### src/rtl/seq_detector_param_if.sv
// Serial bit-stream bundle for seq_detector_param: the bit source drives the master side,
// and the detector sits on the slave side.
interface seq_detector_param_if #(
    parameter int PAT_W = 4,
    parameter int CNT_W = 8
);
    logic             x;
    logic             x_valid;
    logic             load;
    logic [PAT_W-1:0] pattern;
    logic             overlap;
    logic             z;
    logic [CNT_W-1:0] match_cnt;

    modport master (
        output x, x_valid, load, pattern, overlap,
        input  z, match_cnt
    );

    modport slave (
        input  x, x_valid, load, pattern, overlap,
        output z, match_cnt
    );
endinterface

### src/rtl/seq_detector_param.sv
// Moore detector for a runtime-loadable PAT_W-bit pattern, in overlap or non-overlap mode.
// Define SEQ_DET_MATCH_CNT_EN to build the saturating match counter; otherwise match_cnt reads 0.
module seq_detector_param #(
    parameter int               PAT_W   = 4,
    parameter int               CNT_W   = 8,
    parameter logic [PAT_W-1:0] RST_PAT = PAT_W'(4'b1010)
) (
    input  logic                 clk,
    input  logic                 rst,
    seq_detector_param_if.slave  bus
);
    localparam int             FW   = $clog2(PAT_W + 1);
    localparam logic [FW-1:0]  FULL = FW'(PAT_W);

    typedef enum logic [1:0] {
        S_IDLE,
        S_FILL,
        S_ARMED,
        S_DET
    } state_t;

    state_t           r_state, w_state_nxt;
    logic [PAT_W-1:0] r_pat,   w_pat_nxt;
    logic             r_ovl,   w_ovl_nxt;
    logic [PAT_W-1:0] r_hist,  w_hist_nxt;
    logic [FW-1:0]    r_fill,  w_fill_nxt;

    logic [PAT_W-1:0] w_nh;
    logic [FW-1:0]    w_nf;
    logic             w_match;

    assign w_nh    = {r_hist[PAT_W-2:0], bus.x};
    assign w_nf    = (r_fill == FULL) ? FULL : r_fill + FW'(1);
    assign w_match = (w_nf == FULL) && (w_nh == r_pat);

    // NOTE: state registers use non-blocking assignments so every flop samples pre-edge values.
    always_ff @(posedge clk or posedge rst) begin
        if (rst) begin
            r_state <= S_IDLE;
            r_pat   <= RST_PAT;
            r_ovl   <= 1'b1;
            r_hist  <= '0;
            r_fill  <= '0;
        end else begin
            r_state <= w_state_nxt;
            r_pat   <= w_pat_nxt;
            r_ovl   <= w_ovl_nxt;
            r_hist  <= w_hist_nxt;
            r_fill  <= w_fill_nxt;
        end
    end

    // NOTE: every output gets a hold default first, so no path through this block can infer a latch.
    always_comb begin
        w_state_nxt = r_state;
        w_pat_nxt   = r_pat;
        w_ovl_nxt   = r_ovl;
        w_hist_nxt  = r_hist;
        w_fill_nxt  = r_fill;

        if (bus.load) begin
            w_pat_nxt   = bus.pattern;
            w_ovl_nxt   = bus.overlap;
            w_hist_nxt  = '0;
            w_fill_nxt  = '0;
            w_state_nxt = S_IDLE;
        end else if (bus.x_valid) begin
            if (w_match) begin
                w_state_nxt = S_DET;
                // Non-overlap mode drops the matched bits so none of them start the next match.
                w_hist_nxt  = r_ovl ? w_nh : '0;
                w_fill_nxt  = r_ovl ? FULL : '0;
            end else begin
                w_hist_nxt  = w_nh;
                w_fill_nxt  = w_nf;
                w_state_nxt = (w_nf == FULL) ? S_ARMED : S_FILL;
            end
        end else if (r_state == S_DET) begin
            if (r_fill == '0) begin
                w_state_nxt = S_IDLE;
            end else if (r_fill == FULL) begin
                w_state_nxt = S_ARMED;
            end else begin
                w_state_nxt = S_FILL;
            end
        end
    end

    assign bus.z = (r_state == S_DET);

`ifdef SEQ_DET_MATCH_CNT_EN
    logic [CNT_W-1:0] r_cnt, w_cnt_nxt;

    always_comb begin
        w_cnt_nxt = r_cnt;
        if (bus.load) begin
            w_cnt_nxt = '0;
        end else if (bus.x_valid && w_match && (r_cnt != '1)) begin
            w_cnt_nxt = r_cnt + CNT_W'(1);
        end
    end

    always_ff @(posedge clk or posedge rst) begin
        if (rst) begin
            r_cnt <= '0;
        end else begin
            r_cnt <= w_cnt_nxt;
        end
    end

    assign bus.match_cnt = r_cnt;
`else
    assign bus.match_cnt = '0;
`endif

endmodule

### src/flat_wrapper.sv
// flat-port wrapper written by rule: the top's interface ports become plain ports
module seq_detector_param_flat 
#(
    parameter int               PAT_W   = 4,
    parameter int               CNT_W   = 8,
    parameter logic [PAT_W-1:0] RST_PAT = PAT_W'(4'b1010)
)
  (clk, rst, bus_x, bus_x_valid, bus_load, bus_pattern, bus_overlap, bus_z, bus_match_cnt);
  seq_detector_param_if #(.PAT_W(PAT_W), .CNT_W(CNT_W)) bus_i ();
  input  logic clk;
  input  logic rst;
  input wire logic [$bits(bus_i.x)-1:0] bus_x;
  input wire logic [$bits(bus_i.x_valid)-1:0] bus_x_valid;
  input wire logic [$bits(bus_i.load)-1:0] bus_load;
  input wire logic [$bits(bus_i.pattern)-1:0] bus_pattern;
  input wire logic [$bits(bus_i.overlap)-1:0] bus_overlap;
  output wire logic [$bits(bus_i.z)-1:0] bus_z;
  output wire logic [$bits(bus_i.match_cnt)-1:0] bus_match_cnt;
  assign bus_i.x = bus_x;
  assign bus_i.x_valid = bus_x_valid;
  assign bus_i.load = bus_load;
  assign bus_i.pattern = bus_pattern;
  assign bus_i.overlap = bus_overlap;
  assign bus_z = bus_i.z;
  assign bus_match_cnt = bus_i.match_cnt;
  seq_detector_param #(.PAT_W(PAT_W), .CNT_W(CNT_W), .RST_PAT(RST_PAT)) u_core (.clk(clk), .rst(rst), .bus(bus_i));
endmodule
### config.mk
export PLATFORM = sky130hd
export DESIGN_NAME = seq_detector_param_flat
export DESIGN_NICKNAME = d
export VERILOG_FILES = /design/src/rtl/seq_detector_param_if.sv /design/src/rtl/seq_detector_param.sv /design/src/flat_wrapper.sv
export SDC_FILE = /design/constraint.sdc
export NUM_CORES = 1
export LEC_CHECK = 0
export ABC_AREA = 1
export ABC_CLOCK_PERIOD_IN_PS = 2029
export CAP_MARGIN = 20
export CORE_MARGIN = 2
export CORE_UTILIZATION = 48
export CTS_CLUSTER_DIAMETER = 80
export DETAILED_ROUTE_END_ITERATION = 7
export GPL_ROUTABILITY_DRIVEN = 0
export PLACE_DENSITY = 0.77
export SYNTH_ARGS = -nofsm -noshare
export SYNTH_HDL_FRONTEND = slang
export SYNTH_SLANG_ARGS = --single-unit
### constraint.sdc
create_clock -name clk -period 2.03 [get_ports clk]
set_clock_uncertainty 0.15 [all_clocks]
set_input_delay 0.3045 -clock clk [delete_from_list [all_inputs] [get_ports clk]]
set_output_delay 0.3045 -clock clk [all_outputs]
set_load 0.02 [all_outputs]
# After elaboration in Yosys (flattened, before gate mapping)
# Index checks and enable logic that the tools add are counted.
# W data, S select, Z words.
[word_totals] reg_bits=13 in_bits=10 output_inout_bits=9 wordCells=30
[classes] n_addsub=1 eq_ne=4 muxes=16 reduce_logical=4
[op_table] operator="$mux W3" n=9
[op_table] operator="$mux W2" n=7
[op_table] operator="$eq A3 B3 Y1 const B" n=2
[op_table] operator="$eq A4 B4 Y1" n=1
[op_table] operator="$add A3 B1 Y3 const B" n=1
[op_table] operator="$logic_not A3 Y1" n=1
[op_table] operator="$reduce_bool A3 Y1" n=1
[op_table] operator="$eq A2 B2 Y1 const B" n=1
[op_table] operator="$reduce_bool A2 Y1" n=1
[op_table] operator="$logic_and A1 B1 Y1" n=1

# Logic depth before layout (Yosys ltp)
# Gate-level depths: netlist of the first run.
[logic_depth] ltp_word=7 depth_mapped=9 depth_no_buf=9

# Least setup slack after synthesis of the first run
# Ideal clock, no wire load.
[synth_timing] kind="register to register" from="register u_core.r_fill[0]" to="register u_core.r_hist[1]" setup_time_ps=116 arrival_time_ps=1179 t_required_ps=1764 slack_ps=585 path_stages_with_launch=9 path_buffers=0 synth_period_minus_slack_ps=1445 cell_sequence="dfrtp_1 > inv_1 > ha_1 > o21ai_2 > nand2_2 > nor2_2 > nand2_2 > nand2_1 > nand2_1"
[synth_between] elab_chain_cells=7 word_cells_on_any_way=8 classes_between="add/sub: 1; eq/ne: 2; mux: 4; reduce/logical: 1"
[synth_rtl] element="start, declared" line_no="seq_detector_param.sv:26" text="logic [FW-1:0] r_fill, w_fill_nxt;"
[synth_rtl] element="start signal, assigned" line_no="seq_detector_param.sv:49" text="r_fill <= w_fill_nxt;"
[synth_rtl] element="$add A3 B1 Y3 or $eq A3 B3 Y1 (tied branches)" line_no="seq_detector_param.sv:33" text="assign w_nf = (r_fill == FULL) ? FULL : r_fill + FW'(1);"
[synth_rtl] element="$mux W3 *" line_no="seq_detector_param.sv:33"
[synth_rtl] element="$eq A3 B3 Y1 *" line_no="seq_detector_param.sv:34" text="assign w_match = (w_nf == FULL) && (w_nh == r_pat);"
[synth_rtl] element="$logic_and A1 B1 Y1 *" line_no="seq_detector_param.sv:34"
[synth_rtl] element="$mux W3 *" line_no="seq_detector_param.sv:68" text="if (w_match) begin"
[synth_rtl] element="$mux W3 *" line_no="seq_detector_param.sv:67" text="end else if (bus.x_valid) begin"
[synth_rtl] element="$mux W3 *" line_no="seq_detector_param.sv:61" text="if (bus.load) begin"
[synth_rtl] element="end signal, assigned" line_no="seq_detector_param.sv:48" text="r_hist <= w_hist_nxt;"
[synth_rtl] element="end, declared" line_no="seq_detector_param.sv:25" text="logic [PAT_W-1:0] r_hist, w_hist_nxt;"
# Every way passes the cells marked *; elsewhere a longest branch is shown, timed or not. The select of a mux whose other input is x is not followed.
# A chain may end at the register's enable or synchronous reset.

# Worst setup path in the final report of the first run
[layout_timing] from="register u_core.r_state[1]" to="output port bus_z"
[layout_between] elab_chain_cells=1
[layout_rtl] element="start, declared" line_no="seq_detector_param.sv:22" text="state_t r_state, w_state_nxt;"
[layout_rtl] element="start signal, assigned" line_no="seq_detector_param.sv:45" text="r_state <= w_state_nxt;"
[layout_rtl] element="$eq A2 B2 Y1" line_no="seq_detector_param.sv:89" text="assign bus.z = (r_state == S_DET);"
[layout_rtl] element="end, declared" line_no="flat_wrapper.sv:17" text="output wire logic [$bits(bus_i.z)-1:0] bus_z;"
# No other way between the ends.

==> qor.txt, run 1 <==
fmax: 561 MHz
CP Max Fanout: 2
Port Buffers: 10
DRT Pass-1 Iters: 4
largest net degree at the start of global routing: 14
synth unique cells: 21
clock-pin slew on the worst setup and hold paths: 0.08 ns
Initial DRC Count: 7
gr usage total: 15.9%
Skew-Pair Late Insertion Delay: 0.27 ns
CTS root buffer: clkbuf_4
Synth area leaders: dfrtp_1 (30%), nand2_1 (20%), dfstp_2 (9.6%), buf_4 (8.2%), inv_1 (6.4%)
first-pass GRT wire length: 2.28 mm
Wirelength per Cell: 9.14 µm
Reg-to-Reg Start: u_core.r_fill[0]
gr ovfl total: 0
Setup-failing EPs final: 0
PnR Total Power: 0.567 mW
FF+latch count, synth: 13
Die X: 45.4 µm
total wire length: 1.33 mm
asr flop ratio synth: 100%
sequential area share after synthesis: 39.9%
post-synth top area cell: dfrtp_1
EDFF count, synth: 0
Core ar.: 1560 µm²
worst setup path class: reg -> out
HPWL after DPL: 1.04 mm
H-tree Lvls: 1
Area growth, synth to finish: 13.7%
nature of the critical path endpoint: output port
HP Class: in -> async
CP Capture Point: bus_z
ys flop type: dfrtp_1
CTS tree: yes
IO Count: 19
Max Cap Viol: 0
mean number of vias per cell: 4.45
initial antenna violation count: 0
die outline area: 2070 µm²
unrepaired setup endpoints after global routing: false
post-layout min period: 1.78 ns
Worst Path Arrival: 1.33 ns
Final period util: 87.8%
Initial Util: 52.9%
IR drop worst, VDD: 421 µV
pre-CTS setup slack: 0.275 ns
Nets: 142
row count: 14
Antenna Nets Post-Route: 0
Final WS setup: 0.248 ns
total setup buffers inserted after CTS: 0
status: finished clean
worst hold slack: 0.197 ns
post-CTS sizing: 0
number of CTS-inserted buffers: 3
Yosys warnings: 0
CTS Sinks: 13
R2R Setup Slk: 0.48 ns
Lkg Pwr: 0.502 nW
# hold bufs at CTS: 0
PD cells: 605 nW/µm²
Syn Inst Count: 116
Worst Path Required: 1.58 ns
via count: 645
top cell type's share of synthesized area: 30.3%
Avg Cell Area, Syn: 7.11 µm²
Mapped Area: 825 µm²
Critical R2R Capture: u_core.r_hist[1]
Slew Limit Fails: 0
crit start category: register
maximum buffer depth of the clock tree: 2
worst-case reg-to-reg path depth: 8
DRC: 0
diode count: 0
Setup TNS: 0 ns
Worst Setup SP: u_core.r_state[1]
vias in the first global route: 546
Die H: 45.4 µm
share of cells above drive strength 1: 15.5%
final hold violation count: 0
## cell usage in the layout, fill, tap and decap left out
master,synthesis,layout
xor2_1,1,1
nor2_1,5,5
nand2_2,3,3
dfrtp_1,10,10
xnor2_1,1,1
dfstp_2,3,3
o21ai_1,3,3
clkbuf_1,0,1
inv_2,4,4
clkbuf_4,0,3
nand3_1,3,3
nand3_2,1,1
ha_1,2,2
nand2_1,44,44
nor2_4,1,1
o21ai_0,3,3
a21oi_1,2,2
buf_4,9,1
conb_1,1,8
clkinv_1,2,2
clkdlybuf4s50_1,0,10
inv_1,14,14
nor2_2,3,3
o21ai_2,1,1
## layer usage
layer  global-route usage, %  share of wire [%]  wire length [µm]  vias to the layer above
met3                    5.16                4.6                61                        4
met2                    24.8                 46               604                       16
li1                        -                  -                 -                      354
met5                       0                  0                 0                        -
met1                    19.9                 49               646                      271
met4                    7.06               0.98                13                        0
## synth_stat cells (3+ instances only)
master and count:
nand2_2 3, nor2_1 5, nand2_1 44, inv_1 14
inv_2 4, nor2_2 3, o21ai_0 3, o21ai_1 3
buf_4 9, nand3_1 3, dfstp_2 3, dfrtp_1 10
## how the worst min path moves through the flow
stage	from	endpoint	slack, ns	cells past startpoint
6_report	rst	u_core.r_hist[0]	0.20	2
5_1_grt	rst	u_core.r_hist[0]	0.25	2
4_1_cts	rst	u_core.r_fill[0]	0.22	2
3_5_place_dp	u_core.r_ovl	u_core.r_ovl	0.32	2
3_3_place_gp	u_core.r_ovl	u_core.r_ovl	0.31	2
2_1_floorplan	rst	u_core.r_fill[0]	0.03	1
## through the flow
| stage | area, µm² | std cells | utilization (%) |
|---|---|---|---|
| 2_1_floorplan | 851 | 123 | - |
| 3_3_place_gp | 911 | 141 | 58.4 |
| 3_5_place_dp | 911 | 141 | 58.4 |
| 4_1_cts | 937 | 145 | 60.1 |
| 5_1_grt | 937 | 145 | 60.1 |
| 6_report | 937 | 145 | 60.1 |
## logic make-up (layout without fill, tap and decap cells)
group                      count (synthesis)  after routing  share of synthesized area, %
buffers and inverters                     29             35                          17.3
and+or+nand+nor                           60             60                          31.3
xor gates and xnor gates                   2              2                          2.12
AOI/OAI and AO/OA                          9              9                          5.92
DFF                                       13             13                          39.9
other                                      1              8                         0.455
adders and majority gates                  2              2                          3.03
## critical path, cell delays in order (launching register included)
cell	delay [ns]
dfrtp_1	0.35
nand2_1	0.07
inv_1	0.05
clkdlybuf4s50_1	0.58
## where the power goes
part	internal [mW]	total, mW	switching, mW
logic	0.0452	0.115	0.0700
registers	0.281	0.293	0.0117
clock network	0.0762	0.159	0.0833
## area by class of cell
type,instances,area [µm²]
well taps,16,20.0
clock buffers,4,26.3
multi-input cells,81,379
fillers,158,622
flip-flops and latches,13,329
inverters,20,75.1
repair buffers,11,108
## state kept, by name, indices dropped and copies added, names as in the netlist
register,cells
u_core.r_ovl,1
u_core.r_hist,3
u_core.r_state,2
u_core.r_pat,4
u_core.r_fill,3
Power figures use the tool's default switching activity.
==> run 2: changes to the inputs <==
Settings changed: GPL_ROUTABILITY_DRIVEN 0 to default.
==> results of run 2 <==
No change in the layout: final DEF, timing and power equal those of run 1.
